$ cat src/rtl/mux_scan_pkg.sv
// mux_scan_pkg: shared state type and width helper for the scanning mux.
package mux_scan_pkg;
  typedef enum logic [1:0] {IDLE, MANUAL, SCAN} mux_state_t;
  function automatic int sel_width(input int n);
    return (n > 2) ? $clog2(n) : 1;
  endfunction
endpackage

$ cat src/rtl/mux_scan_timer.sv
// mux_scan_timer: dwell counter and round-robin channel advance with wrap detect.
module mux_scan_timer import mux_scan_pkg::*; #(
  parameter int CHANNELS = 4,
  parameter int DWELL = 2,
  localparam int SELW = sel_width(CHANNELS)
) (
  input  logic            clk,
  input  logic            rst,
  input  logic            i_run,
  input  logic            i_restart,
  input  logic            i_clear,
  input  logic [SELW-1:0] i_sel,
  output logic [SELW-1:0] o_sel_next,
  output logic            o_wrap
);
  localparam int CW = sel_width(DWELL);
  localparam logic [CW-1:0] LAST_CNT = CW'(DWELL - 1);
  localparam logic [SELW-1:0] LAST_SEL = SELW'(CHANNELS - 1);
  logic [CW-1:0] r_cnt, w_cnt;
  logic w_adv;
  // Scan entry counts from zero on the entry edge itself, so advances land DWELL edges later.
  always_comb begin
    w_cnt = i_restart ? '0 : r_cnt;
    w_adv = i_run && w_cnt == LAST_CNT;
    o_wrap = w_adv && i_sel == LAST_SEL;
    o_sel_next = !w_adv ? i_sel : (i_sel == LAST_SEL) ? '0 : i_sel + SELW'(1);
  end
  always_ff @(posedge clk)
    if (rst || i_clear) r_cnt <= '0;
    else if (i_run) r_cnt <= (w_cnt == LAST_CNT) ? '0 : w_cnt + CW'(1);
endmodule

$ cat src/rtl/mux_scan_n.sv
// mux_scan_n: registered N-channel mux with manual load and timed round-robin scan.
module mux_scan_n import mux_scan_pkg::*; #(
  parameter int WIDTH = 4,
  parameter int CHANNELS = 4,
  parameter int DWELL = 2,
  localparam int SELW = sel_width(CHANNELS)
) (
  input  logic                      clk,
  input  logic                      rst,
  input  logic                      enable,
  input  logic                      mode,
  input  logic                      load,
  input  logic [SELW-1:0]           sel_in,
  input  logic [CHANNELS*WIDTH-1:0] data_in,
  output logic [WIDTH-1:0]          data_out,
  output logic [SELW-1:0]           ch_out,
  output logic [SELW-1:0]           sel_out,
  output logic                      valid,
  output logic                      wrap,
  output logic                      err
);
  mux_state_t r_state, w_next;
  logic [SELW-1:0] r_sel, r_ch, w_sel_next;
  logic [WIDTH-1:0] r_data;
  logic r_valid, r_wrap, r_err;
  logic w_run, w_restart, w_clear, w_oob, w_load_ok, w_load_bad, w_wrap;
  logic [WIDTH-1:0] w_ch [CHANNELS];
  for (genvar i = 0; i < CHANNELS; i++) begin : g_ch
    assign w_ch[i] = data_in[i*WIDTH +: WIDTH];
  end
  always_ff @(posedge clk)
    r_state <= rst ? IDLE : w_next;
  always_comb
    w_next = !enable ? IDLE : mode ? SCAN : MANUAL;
  // Actions follow the state being entered on this edge, so valid tracks enable with one edge of delay.
  always_comb begin
    w_run = w_next == SCAN;
    w_restart = r_state != SCAN;
    w_clear = w_next == MANUAL;
    w_oob = {1'b0, sel_in} >= (SELW+1)'(CHANNELS);
    w_load_ok = w_clear && load && !w_oob;
    w_load_bad = w_clear && load && w_oob;
  end
  mux_scan_timer #(.CHANNELS(CHANNELS), .DWELL(DWELL)) u_timer (
    .clk(clk),
    .rst(rst),
    .i_run(w_run),
    .i_restart(w_restart),
    .i_clear(w_clear),
    .i_sel(r_sel),
    .o_sel_next(w_sel_next),
    .o_wrap(w_wrap)
  );
  always_ff @(posedge clk)
    if (rst) begin
      r_sel <= '0;
      r_data <= '0;
      r_ch <= '0;
      r_valid <= 1'b0;
      r_wrap <= 1'b0;
      r_err <= 1'b0;
    end else begin
      r_sel <= w_load_ok ? sel_in : w_sel_next;
      r_valid <= w_next != IDLE;
      r_wrap <= w_wrap;
      r_err <= w_load_bad;
      if (w_next != IDLE) begin
        r_data <= w_ch[r_sel];
        r_ch <= r_sel;
      end
    end
  assign data_out = r_data;
  assign ch_out = r_ch;
  assign sel_out = r_sel;
  assign valid = r_valid;
  assign wrap = r_wrap;
  assign err = r_err;
endmodule

$ cat config.mk
export PLATFORM = sky130hd
export DESIGN_NAME = mux_scan_n
export DESIGN_NICKNAME = d
export VERILOG_FILES = /design/src/rtl/mux_scan_pkg.sv /design/src/rtl/mux_scan_timer.sv /design/src/rtl/mux_scan_n.sv
export SDC_FILE = /design/constraint.sdc
export NUM_CORES = 1
export LEC_CHECK = 0
export ABC_CLOCK_PERIOD_IN_PS = 4000
export CAP_MARGIN = 20
export CORE_MARGIN = 2
export CORE_UTILIZATION = 39
export CTS_CLUSTER_SIZE = 8
export DETAILED_ROUTE_END_ITERATION = 12
export GPL_TIMING_DRIVEN = 0
export PLACE_DENSITY = 0.81
export SETUP_SLACK_MARGIN = 0.05
export SKIP_CTS_REPAIR_TIMING = 1
export SLEW_MARGIN = 20
export SYNTH_ARGS = -nofsm -noshare
export SYNTH_HDL_FRONTEND = slang
export SYNTH_SLANG_ARGS = --single-unit
$ cat constraint.sdc
create_clock -name clk -period 4 [get_ports clk]
set_input_delay 1 -clock clk [delete_from_list [all_inputs] [get_ports clk]]
set_output_delay 1 -clock clk [all_outputs]
set_load 0.005 [all_outputs]
# After elaboration in Yosys (flattened, before gate mapping)
# Cells that the tools add are included.
[op_classes]
eq_ne = 4
add_sub_neg = 2
mux = 10
reduce_logical = 6
bitwise = 1
n_lt_le_gt_ge = 1
[op_table]
columns = ["operator", "n"]
rows = [
  ["2-bit 2-to-1 mux", 5],
  ["4-bit binary-select mux with 2-bit select", 1],
  ["4-bit 2-to-1 mux", 2],
  ["2-bit equality test, second input constant", 2],
  ["2-bit nonzero test", 2],
  ["3-bit greater-or-equal comparator, second input constant", 1],
  ["1-bit logical AND", 3],
  ["2-bit inverter with 3-bit output", 1],
  ["2-bit by 1-bit adder with 2-bit output, second input constant", 1],
  ["2-bit by 1-bit equality test with 1-bit output, second input constant", 1],
  ["1-bit 2-to-1 mux", 2],
  ["2-bit inequality test, second input constant", 1],
  ["1-bit adder, second input constant", 1],
  ["1-bit logical OR", 1],
]
[totals]
inputBits = 23
ff_bits = 13
out_inout_bits = 11
word_cells = 31

# Logic depth before layout (Yosys ltp)
# Gate-level depths: netlist of run 1.
[depth]
word_depth = 6
ltp_mapped = 4
ltp_nobuf = 3

# Cells and area by module
# From an unflattened synthesis of run 1, not the netlist that was laid out.
[hier_totals]
cells_unflattened = 55
area_unflattened_um2 = 630.6
[by_module_without_submodules]
columns = ["module", "n_inst", "area_each_um2", "cells_per_inst", "seq_area_each_um2"]
rows = [
  ["mux_scan_n", 1, 523.0, 45, 240.2],
  ["mux_scan_timer", 1, 107.6, 10, 20.0],
]

# Least setup slack after synthesis of run 1
# OpenSTA, ideal clock, no wires.
[synth_path]
path_type = "input port to flip-flop"
from = "input enable"
to = "register r_sel[0] (netlist: sel_out[0])"
required_time_ns = 3.909
setup_ns = 0.091
slack_ns = 2.175
stages = 3
path_buffers = 0
arrival_time_ns = 1.734
cell_sequence = "nand4b_2 > or4_1 > a311oi_1"
[synth_between]
elab_chain_len = 4
word_cells_on_any_way = 7
classes_between = "2 x eq/ne; 2 x mux; 3 x reduce/logical"
[synth_lines]
columns = ["item", "line", "rtl"]
rows = [
  ["start, declared", "mux_scan_n.sv:10", "input logic enable,"],
  ["2-bit 2-to-1 mux (*)", "mux_scan_n.sv:34", "w_next = !enable ? IDLE : mode ? SCAN : MANUAL;"],
  ["2-bit by 1-bit equality test with 1-bit output or 2-bit equality test (tied branches)", "mux_scan_n.sv:39, mux_scan_n.sv:37", ""],
  ["1-bit logical AND, on equally long branches", "n/a", ""],
  ["2-bit 2-to-1 mux or 2-bit nonzero test (tied branches)", "n/a", ""],
  ["end signal, assigned", "mux_scan_n.sv:63", "r_sel <= w_load_ok ? sel_in : w_sel_next;"],
  ["end, declared", "mux_scan_n.sv:23", "logic [SELW-1:0] r_sel, r_ch, w_sel_next;"],
]
# Every way passes the cells marked *; elsewhere a longest branch is shown, timed or not.
# A chain may end at the register's enable or synchronous reset.

# Worst setup path in the final report of run 1
[layout_path]
from = "register r_sel[1] (netlist: sel_out[1])"
to = "output sel_out[1]"
[layout_lines]
columns = ["item", "line", "rtl"]
rows = [
  ["end, declared", "mux_scan_n.sv:17", "output logic [SELW-1:0] sel_out,"],
]
# No word-level cell between the ends.

==> results.json, run 1 <==
{
  "vias_per_cell": 5.029,
  "min_period_ns": 2.368,
  "drt_iter0_drc": 14,
  "post-route-period-util_pct": 59.19,
  "synth_area_um2": 614.3,
  "finalHoldViolCount": 0,
  "insertedDiodeCount": 0,
  "drv_cap": 0,
  "run_status": "complete, no violations",
  "slew_viol_final": 0,
  "numCtsBuffers": 3,
  "hold_slack_ns": 0.4934,
  "cp_num_buf_inv": 1,
  "grt_setup_unrepaired": "no",
  "critPathMaxStageDelay_ns": 0.57,
  "finalSetupViolCount": 0,
  "h-tree-depth": 1,
  "synth-async-reset-ratio_pct": 0,
  "critical_path.max_fanout": 8,
  "cp.required_ns": 3.00,
  "layout.cells.most_common": "clkdlybuf4s50_1",
  "grt_pass1_vias": 513,
  "synth_cells": 53,
  "gp_congestion": 0.7323,
  "start_util_pct": 41.26,
  "path_cells": "clkdlybuf4s50_1",
  "critical-path-slowest-cell": "clkdlybuf4s50_1",
  "r2r_start": "sel_out[1]",
  "fin_tns_setup_ns": 0,
  "ys_seq_elements": 13,
  "yosysWarnings": 0,
  "timing.fmax_mhz": 422.4,
  "die-area_um2": 1909,
  "ys_types": 23,
  "clock_path_buffers": 2,
  "drt-total-wl_mm": 1.286,
  "vias": 528,
  "crit_path_start_kind": "flip-flop",
  "r2r_slack_ns": 2.48,
  "worstPathArrival_ns": 1.37,
  "nNetsFinal": 114,
  "hp-class": "flip-flop to flip-flop",
  "drive_gt1_share_pct": 13.48,
  "cts.sinks": 13,
  "cp-end-kind": "primary output",
  "synth_edf_count": 0,
  "grt_pass1_wl_mm": 2.083,
  "peakVddDrop_v": 0.0001920,
  "rows": 14,
  "grt_usage_pct": 14.89,
  "grt-ovfl-total": 0,
  "cts_root_buf": "clkbuf_4",
  "dpl.hpwl_um": 960.7,
  "core_um2": 1489,
  "layout_common_cells": "clkdlybuf4s50_1 (32), dfxtp_1 (13), nor2_1 (8)",
  "fp.dieW_um": 43.69,
  "p_per_area_nw_per_um2": 285.1,
  "r2r_end": "sel_out[0]",
  "fin_skew_ns": 0.0008402,
  "fillers": 129,
  "path_delay_family": "buffers and inverters",
  "wl_per_cell_um": 12.25,
  "drc": 0,
  "synth-main-ff-cell": "dfxtp_1",
  "die_height_um": 43.69,
  "worstSetupPathType": "flip-flop to primary output",
  "syn_area_per_cell_um2": 11.59,
  "crit_path_end": "sel_out[1]",
  "critical_path_cell_count": 1,
  "grt_antenna_before_repair": 0,
  "port_buffers": 32,
  "synth_fp_nets": 77,
  "cellLeakagePower_nw": 0.3880,
  "p_total_uw": 279.7,
  "ios": 34,
  "firstDrtPassIters": 7,
  "grt_max_degree": 11,
  "cts_tree": "yes",
  "cp-startpoint": "sel_out[1]",
  "syn_to_final_growth_pct": 59.67,
  "insertion_delay_ns": 0.27,
  "reg2regPathDepth": 3,
  "seq_area_frac_synth_pct": 42.36,
  "final_antenna_net_count": 0,
  "clk_pin_slew_worst_paths_ns": 0.07
}
## where the power goes
part / leakage, nW / internal, mW / switching [mW] / total, mW
sequential: 0.107 / 0.136 / 0.00467 / 0.141
combinational: 0.266 / 0.0422 / 0.0175 / 0.0597
clock: 0.0150 / 0.0387 / 0.0407 / 0.0794
## per-layer routing
| layer | GRT usage [%] | wire, um | vias up |
|---|---|---|---|
| met5 | 0 | 0 | - |
| met4 | 3.636 | 0 | 0 |
| met3 | 7.083 | 124 | 0 |
| met2 | 23.24 | 602 | 24 |
| met1 | 18.59 | 559 | 237 |
| li1 | - | - | 267 |
## layout make-up
type | instances | area [um2] | share of cell area [%]
Timing Repair Buffer | 32 | 320.3 | 32.65
Inverter | 1 | 3.754 | 0.3827
Sequential cell | 13 | 260.3 | 26.53
Multi-Input combinational cell | 35 | 320.3 | 32.65
Buffer | 4 | 30.03 | 3.061
Clock buffer | 4 | 26.28 | 2.679
Tap cell | 16 | 20.02 | 2.041
## synthesized netlist by cell type (2+ instances only)
| cell type | instances | area, um2 |
|---|---|---|
| o21ai_0 | 2 | 10.01 |
| buf_4 | 2 | 15.01 |
| mux4_2 | 3 | 67.56 |
| mux2i_1 | 7 | 70.07 |
| a311oi_1 | 2 | 17.52 |
| nor2_1 | 8 | 30.03 |
| dfxtp_1 | 13 | 260.3 |
## cell families after synthesis
group / Yosys count / share of synthesized area [%]
mux: 11 / 26.68
other cells: 1 / 0.6104
flops: 13 / 42.36
simple gates: 17 / 17.11
buf+inv: 5 / 5.497
fa+ha+maj: 1 / 2.036
compound gates: 5 / 5.704
## state kept, by name (all words and copies together), names as in the netlist
register / count
wrap: 1
data_out: 4
ch_out: 2
valid: 1
u_timer.r_cnt: 1
r_state: 2
sel_out: 2
## stage by stage
step           worst slack (ns)  area (um2)  utilization (%)  instances
2_1_floorplan             2.175       614.3                -         53
6_report                  1.632       980.9            65.88        105
5_1_grt                   1.588       980.9            65.88        105
4_1_cts                   1.625       980.9            65.88        105
3_5_place_dp              1.480       954.7            64.12        101
3_3_place_gp              1.563       954.7            64.12        101
## tightest hold or removal path, stage by stage, from the launching register on
cell and delay, ns:
dfxtp_1 0.33, mux2i_1 0.06, nor2_1 0.07
## worst min-delay path by stage
stage             startpoint     endpoint  cells after the start
5_1_grt        u_timer.r_cnt         wrap                      2
6_report           ch_out[0]    ch_out[0]                      2
3_5_place_dp     data_out[1]  data_out[1]                      2
3_3_place_gp     data_out[3]  data_out[3]                      2
4_1_cts          data_out[1]  data_out[1]                      2
2_1_floorplan  u_timer.r_cnt         wrap                      2
Power figures use the tool's default switching activity.
==> run 2, diff against run 1 <==
Settings changed: ABC_CLOCK_PERIOD_IN_PS 4000 to 2200, CORE_UTILIZATION 39 to 37, PLACE_DENSITY 0.81 to 0.77.
Clock period 4 ns to 2.2 ns, I/O delays scaled along.
==> results.json, run 2 (synthesized netlist as in run 1, its figures left out) <==
{
  "run_status": "complete, no violations",
  "worstSetupPathType": "flip-flop to primary output",
  "grt_setup_unrepaired": "no",
  "drt_iter0_drc": 4,
  "cellLeakagePower_nw": 0.3880,
  "finalSetupViolCount": 0,
  "post-place-cells": 101,
  "grt_antenna_before_repair": 0,
  "place_ws_ns": 0.1716,
  "grt_max_degree": 11,
  "cp.required_ns": 1.65,
  "path_delay_family": "buffers and inverters",
  "path_cells": "clkdlybuf4s50_1",
  "drv_cap": 0,
  "cts.sinks": 13,
  "fin_tns_setup_ns": 0,
  "critical-path-slowest-cell": "clkdlybuf4s50_1",
  "layout_common_cells": "clkdlybuf4s50_1 (32), dfxtp_1 (13), nor2_1 (8)",
  "cell_internal_pwr_uw": 394.2,
  "nNetsFinal": 114,
  "cts_root_buf": "clkbuf_4",
  "rows": 14,
  "grt-ovfl-total": 0,
  "port_buffers": 32,
  "h-tree-depth": 1,
  "grt_pass1_wl_mm": 2.387,
  "post-route-period-util_pct": 85.70,
  "cts_tree": "yes",
  "p_sw_share_pct": 22.98,
  "peakVddDrop_v": 0.0004327,
  "wl_per_cell_um": 13.20,
  "layout.cells.most_common": "clkdlybuf4s50_1",
  "cp_num_buf_inv": 1,
  "final-instance-count-excl-fill": 105,
  "hold_slack_ns": 0.4968,
  "clockPowerShare_pct": 28.8,
  "gp_congestion": 0.7143,
  "syn_to_final_growth_pct": 59.67,
  "ios": 34,
  "insertion_delay_ns": 0.27,
  "clock_path_buffers": 2,
  "min_period_ns": 1.885,
  "core_um2": 1524,
  "firstDrtPassIters": 2,
  "grt_usage_pct": 16.32,
  "largest_reg_flops": 4,
  "final_antenna_net_count": 0,
  "die_height_um": 44.75,
  "timing.fmax_mhz": 530.4,
  "finalHoldViolCount": 0,
  "clk_pin_slew_worst_paths_ns": 0.08,
  "worstPathArrival_ns": 1.34,
  "vias": 541,
  "vias_per_cell": 5.152,
  "start_util_pct": 40.31,
  "die-area_um2": 2002,
  "crit_path_start_kind": "flip-flop",
  "drive_gt1_share_pct": 13.48,
  "drt-total-wl_mm": 1.386,
  "net-switching-power_uw": 117.6,
  "fp.dieW_um": 44.75,
  "numCtsBuffers": 3,
  "drc": 0,
  "critical_path.max_fanout": 8,
  "p_per_area_nw_per_um2": 521.8,
  "slew_viol_final": 0,
  "critPathMaxStageDelay_ns": 0.56,
  "hp-class": "flip-flop to flip-flop",
  "insertedDiodeCount": 0,
  "fillers": 135,
  "cp-end-kind": "primary output",
  "p_seq_share_pct": 50.0,
  "grt_pass1_vias": 555,
  "fin_ws_ns": 0.3147,
  "p_comb_share_pct": 21.2,
  "fin_skew_ns": 0.003365
}
run 2: worst paths after layout:
kind | startpoint | end | slack (ns) | cells after the start
max | sel_out[1] | sel_out[1] | 0.31 | 1
min | ch_out[1] | ch_out[1] | 0.50 | 2
max reg2reg | sel_out[1] | sel_out[0] | 0.74 | 3
min reg2reg | ch_out[1] | ch_out[1] | 0.50 | 2
run 2: worst register-to-register path, stage by stage, from the launching register on:
cell      delay (ns)
dfxtp_1         0.40
ha_1            0.24
or4_1           0.47
a311oi_1        0.26
run 2: power by group through the flow:
stage | Combinational (mW) | Clock (mW) | Sequential [mW]
after global placement | 0.108 | 0 | 0.261
after CTS | 0.111 | 0.151 | 0.256
after global routing | 0.119 | 0.163 | 0.258
after detailed placement | 0.110 | 0 | 0.261
after floorplan | 0.0433 | 0 | 0.261
final | 0.109 | 0.148 | 0.256
run 2: per-stage QoR:
| step | util, % | power (mW) | area (um2) |
|---|---|---|---|
| 6_report | 64.37 | 0.5118 | 980.9 |
| 3_5_place_dp | 62.64 | 0.3709 | 954.7 |
| 3_3_place_gp | 62.64 | 0.3684 | 954.7 |
| 4_1_cts | 64.37 | 0.5177 | 980.9 |
| 5_1_grt | 64.37 | 0.5400 | 980.9 |
| 2_1_floorplan | - | 0.3044 | 614.3 |
run 2: cell type report:
type                            count  area [um2]  share of cell area [%]
Inverter                            1       3.754                  0.3827
Sequential cell                    13       260.3                   26.53
Multi-Input combinational cell     35       320.3                   32.65
Clock buffer                        4       26.28                   2.679
Tap cell                           16       20.02                   2.041
Buffer                              4       30.03                   3.061
Timing Repair Buffer               32       320.3                   32.65
run 2: routing by layer:
metal  vias up  GRT usage (%)  share of wire [%]
met2        25          31.01                 51
met5         -              0                  0
met3         0          6.800                 11
li1        268              -                  -
met4         0          1.818                  0
met1       248          17.00                 38
==> run 3, diff against run 2 <==
Settings changed: CORE_MARGIN 2 to unset.
==> results.json, run 3 (synthesized netlist as in run 1, its figures left out) <==
{
  "gp_congestion": 0.7285,
  "fp.dieW_um": 42.75,
  "port_buffers": 32,
  "cell_internal_pwr_uw": 394.3,
  "vias": 527,
  "min_period_ns": 1.896,
  "rows": 14,
  "firstDrtPassIters": 3,
  "fin_skew_ns": 0.003546,
  "nNetsFinal": 114,
  "drt-total-wl_mm": 1.272,
  "r2r_start": "sel_out[1]",
  "insertedDiodeCount": 0,
  "p_total_uw": 509.2,
  "reg2regPathDepth": 3,
  "numCtsBuffers": 3,
  "layout.cells.most_common": "clkdlybuf4s50_1",
  "cp-end-kind": "primary output",
  "clk_pin_slew_worst_paths_ns": 0.08,
  "ios": 34,
  "timing.fmax_mhz": 527.5,
  "h-tree-depth": 1,
  "peakVddDrop_v": 0.0003444,
  "fin_tns_setup_ns": 0,
  "cp_num_buf_inv": 1,
  "post-route-period-util_pct": 86.16,
  "cp.required_ns": 1.65,
  "drc": 0,
  "critPathMaxStageDelay_ns": 0.56,
  "path_cells": "clkdlybuf4s50_1",
  "clockPowerShare_pct": 28.6,
  "grt_antenna_before_repair": 0,
  "cellLeakagePower_nw": 0.3880,
  "die-area_um2": 1827,
  "grt_pass1_vias": 510,
  "finalHoldViolCount": 0,
  "critical-path-slowest-cell": "clkdlybuf4s50_1",
  "grt_max_degree": 11,
  "p_sw_share_pct": 22.58,
  "layout_common_cells": "clkdlybuf4s50_1 (32), dfxtp_1 (13), nor2_1 (8)",
  "min-delay-start": "data_out[1]",
  "hold_end": "data_out[1]",
  "r2r_slack_ns": 0.77,
  "drive_gt1_share_pct": 13.48,
  "wl_per_cell_um": 12.11,
  "worstPathArrival_ns": 1.35,
  "fillers": 143,
  "clock_path_buffers": 2,
  "run_status": "complete, no violations",
  "p_per_area_nw_per_um2": 519.1,
  "start_util_pct": 40.31,
  "drt_iter0_drc": 3,
  "p_comb_share_pct": 21.1,
  "finalSetupViolCount": 0,
  "r2r_end": "sel_out[0]",
  "worstSetupPathType": "flip-flop to primary output",
  "grt_usage_pct": 16.05,
  "largest_reg_flops": 4,
  "insertion_delay_ns": 0.28,
  "net-switching-power_uw": 115.0,
  "grt_pass1_wl_mm": 2.173,
  "slew_viol_final": 0,
  "dpl.hpwl_um": 955.8,
  "cts_tree": "yes",
  "grt_setup_unrepaired": "no",
  "final_antenna_net_count": 0,
  "holdPathStages": 2,
  "p_seq_share_pct": 50.2,
  "die_height_um": 42.75,
  "hp-class": "flip-flop to flip-flop",
  "path_delay_family": "buffers and inverters",
  "cts.sinks": 13,
  "crit_path_start_kind": "flip-flop",
  "cp-startpoint": "sel_out[1]",
  "hold_slack_ns": 0.4940,
  "critical_path.max_fanout": 8,
  "syn_to_final_growth_pct": 59.67,
  "grt-ovfl-total": 0,
  "vias_per_cell": 5.019,
  "drv_cap": 0,
  "core_um2": 1524,
  "cts_root_buf": "clkbuf_4"
}
run 3: how the worst max path moves through the flow:
| stage | endpoint | slack, ns | cells past startpoint |
|---|---|---|---|
| 2_1_floorplan | sel_out[0] | 0.82 | 3 |
| 3_3_place_gp | sel_out[0] | 0.20 | 4 |
| 3_5_place_dp | sel_out[0] | 0.19 | 4 |
| 4_1_cts | sel_out[1] | 0.29 | 1 |
| 5_1_grt | sel_out[1] | 0.23 | 1 |
| 6_report | sel_out[1] | 0.30 | 1 |
run 3: stage by stage:
stage / instances / setup slack, ns / cell area, um2 / util, %
2_1_floorplan: 53 / 0.8248 / 614.3 / -
3_3_place_gp: 101 / 0.1968 / 954.7 / 62.64
3_5_place_dp: 101 / 0.1926 / 954.7 / 62.64
4_1_cts: 105 / 0.2885 / 980.9 / 64.37
5_1_grt: 105 / 0.2328 / 980.9 / 64.37
6_report: 105 / 0.3044 / 980.9 / 64.37
run 3: layer usage:
| metal | wire length, um | vias to the layer above | global-route usage (%) |
|---|---|---|---|
| met1 | 554 | 231 | 17.68 |
| met5 | 0 | - | 0 |
| met3 | 103 | 5 | 4.681 |
| met4 | 32 | 0 | 9.375 |
| met2 | 581 | 24 | 26.97 |
| li1 | - | 267 | - |
run 3: power by group through the flow:
stage	Sequential, mW	Combinational (mW)	Clock [mW]
floorplan	0.261	0.0433	0
global route	0.258	0.117	0.164
global placement	0.261	0.107	0
CTS	0.256	0.109	0.150
finish	0.256	0.108	0.146
detailed placement	0.261	0.108	0
run 3: cell type report:
class	count	area [um2]	share of cell area [%]
multi-input combinational	35	320.3	32.65
timing repair buffer	32	320.3	32.65
sequential	13	260.3	26.53
buffer	4	30.03	3.061
clock buffer	4	26.28	2.679
tap	16	20.02	2.041
inverter	1	3.754	0.3827
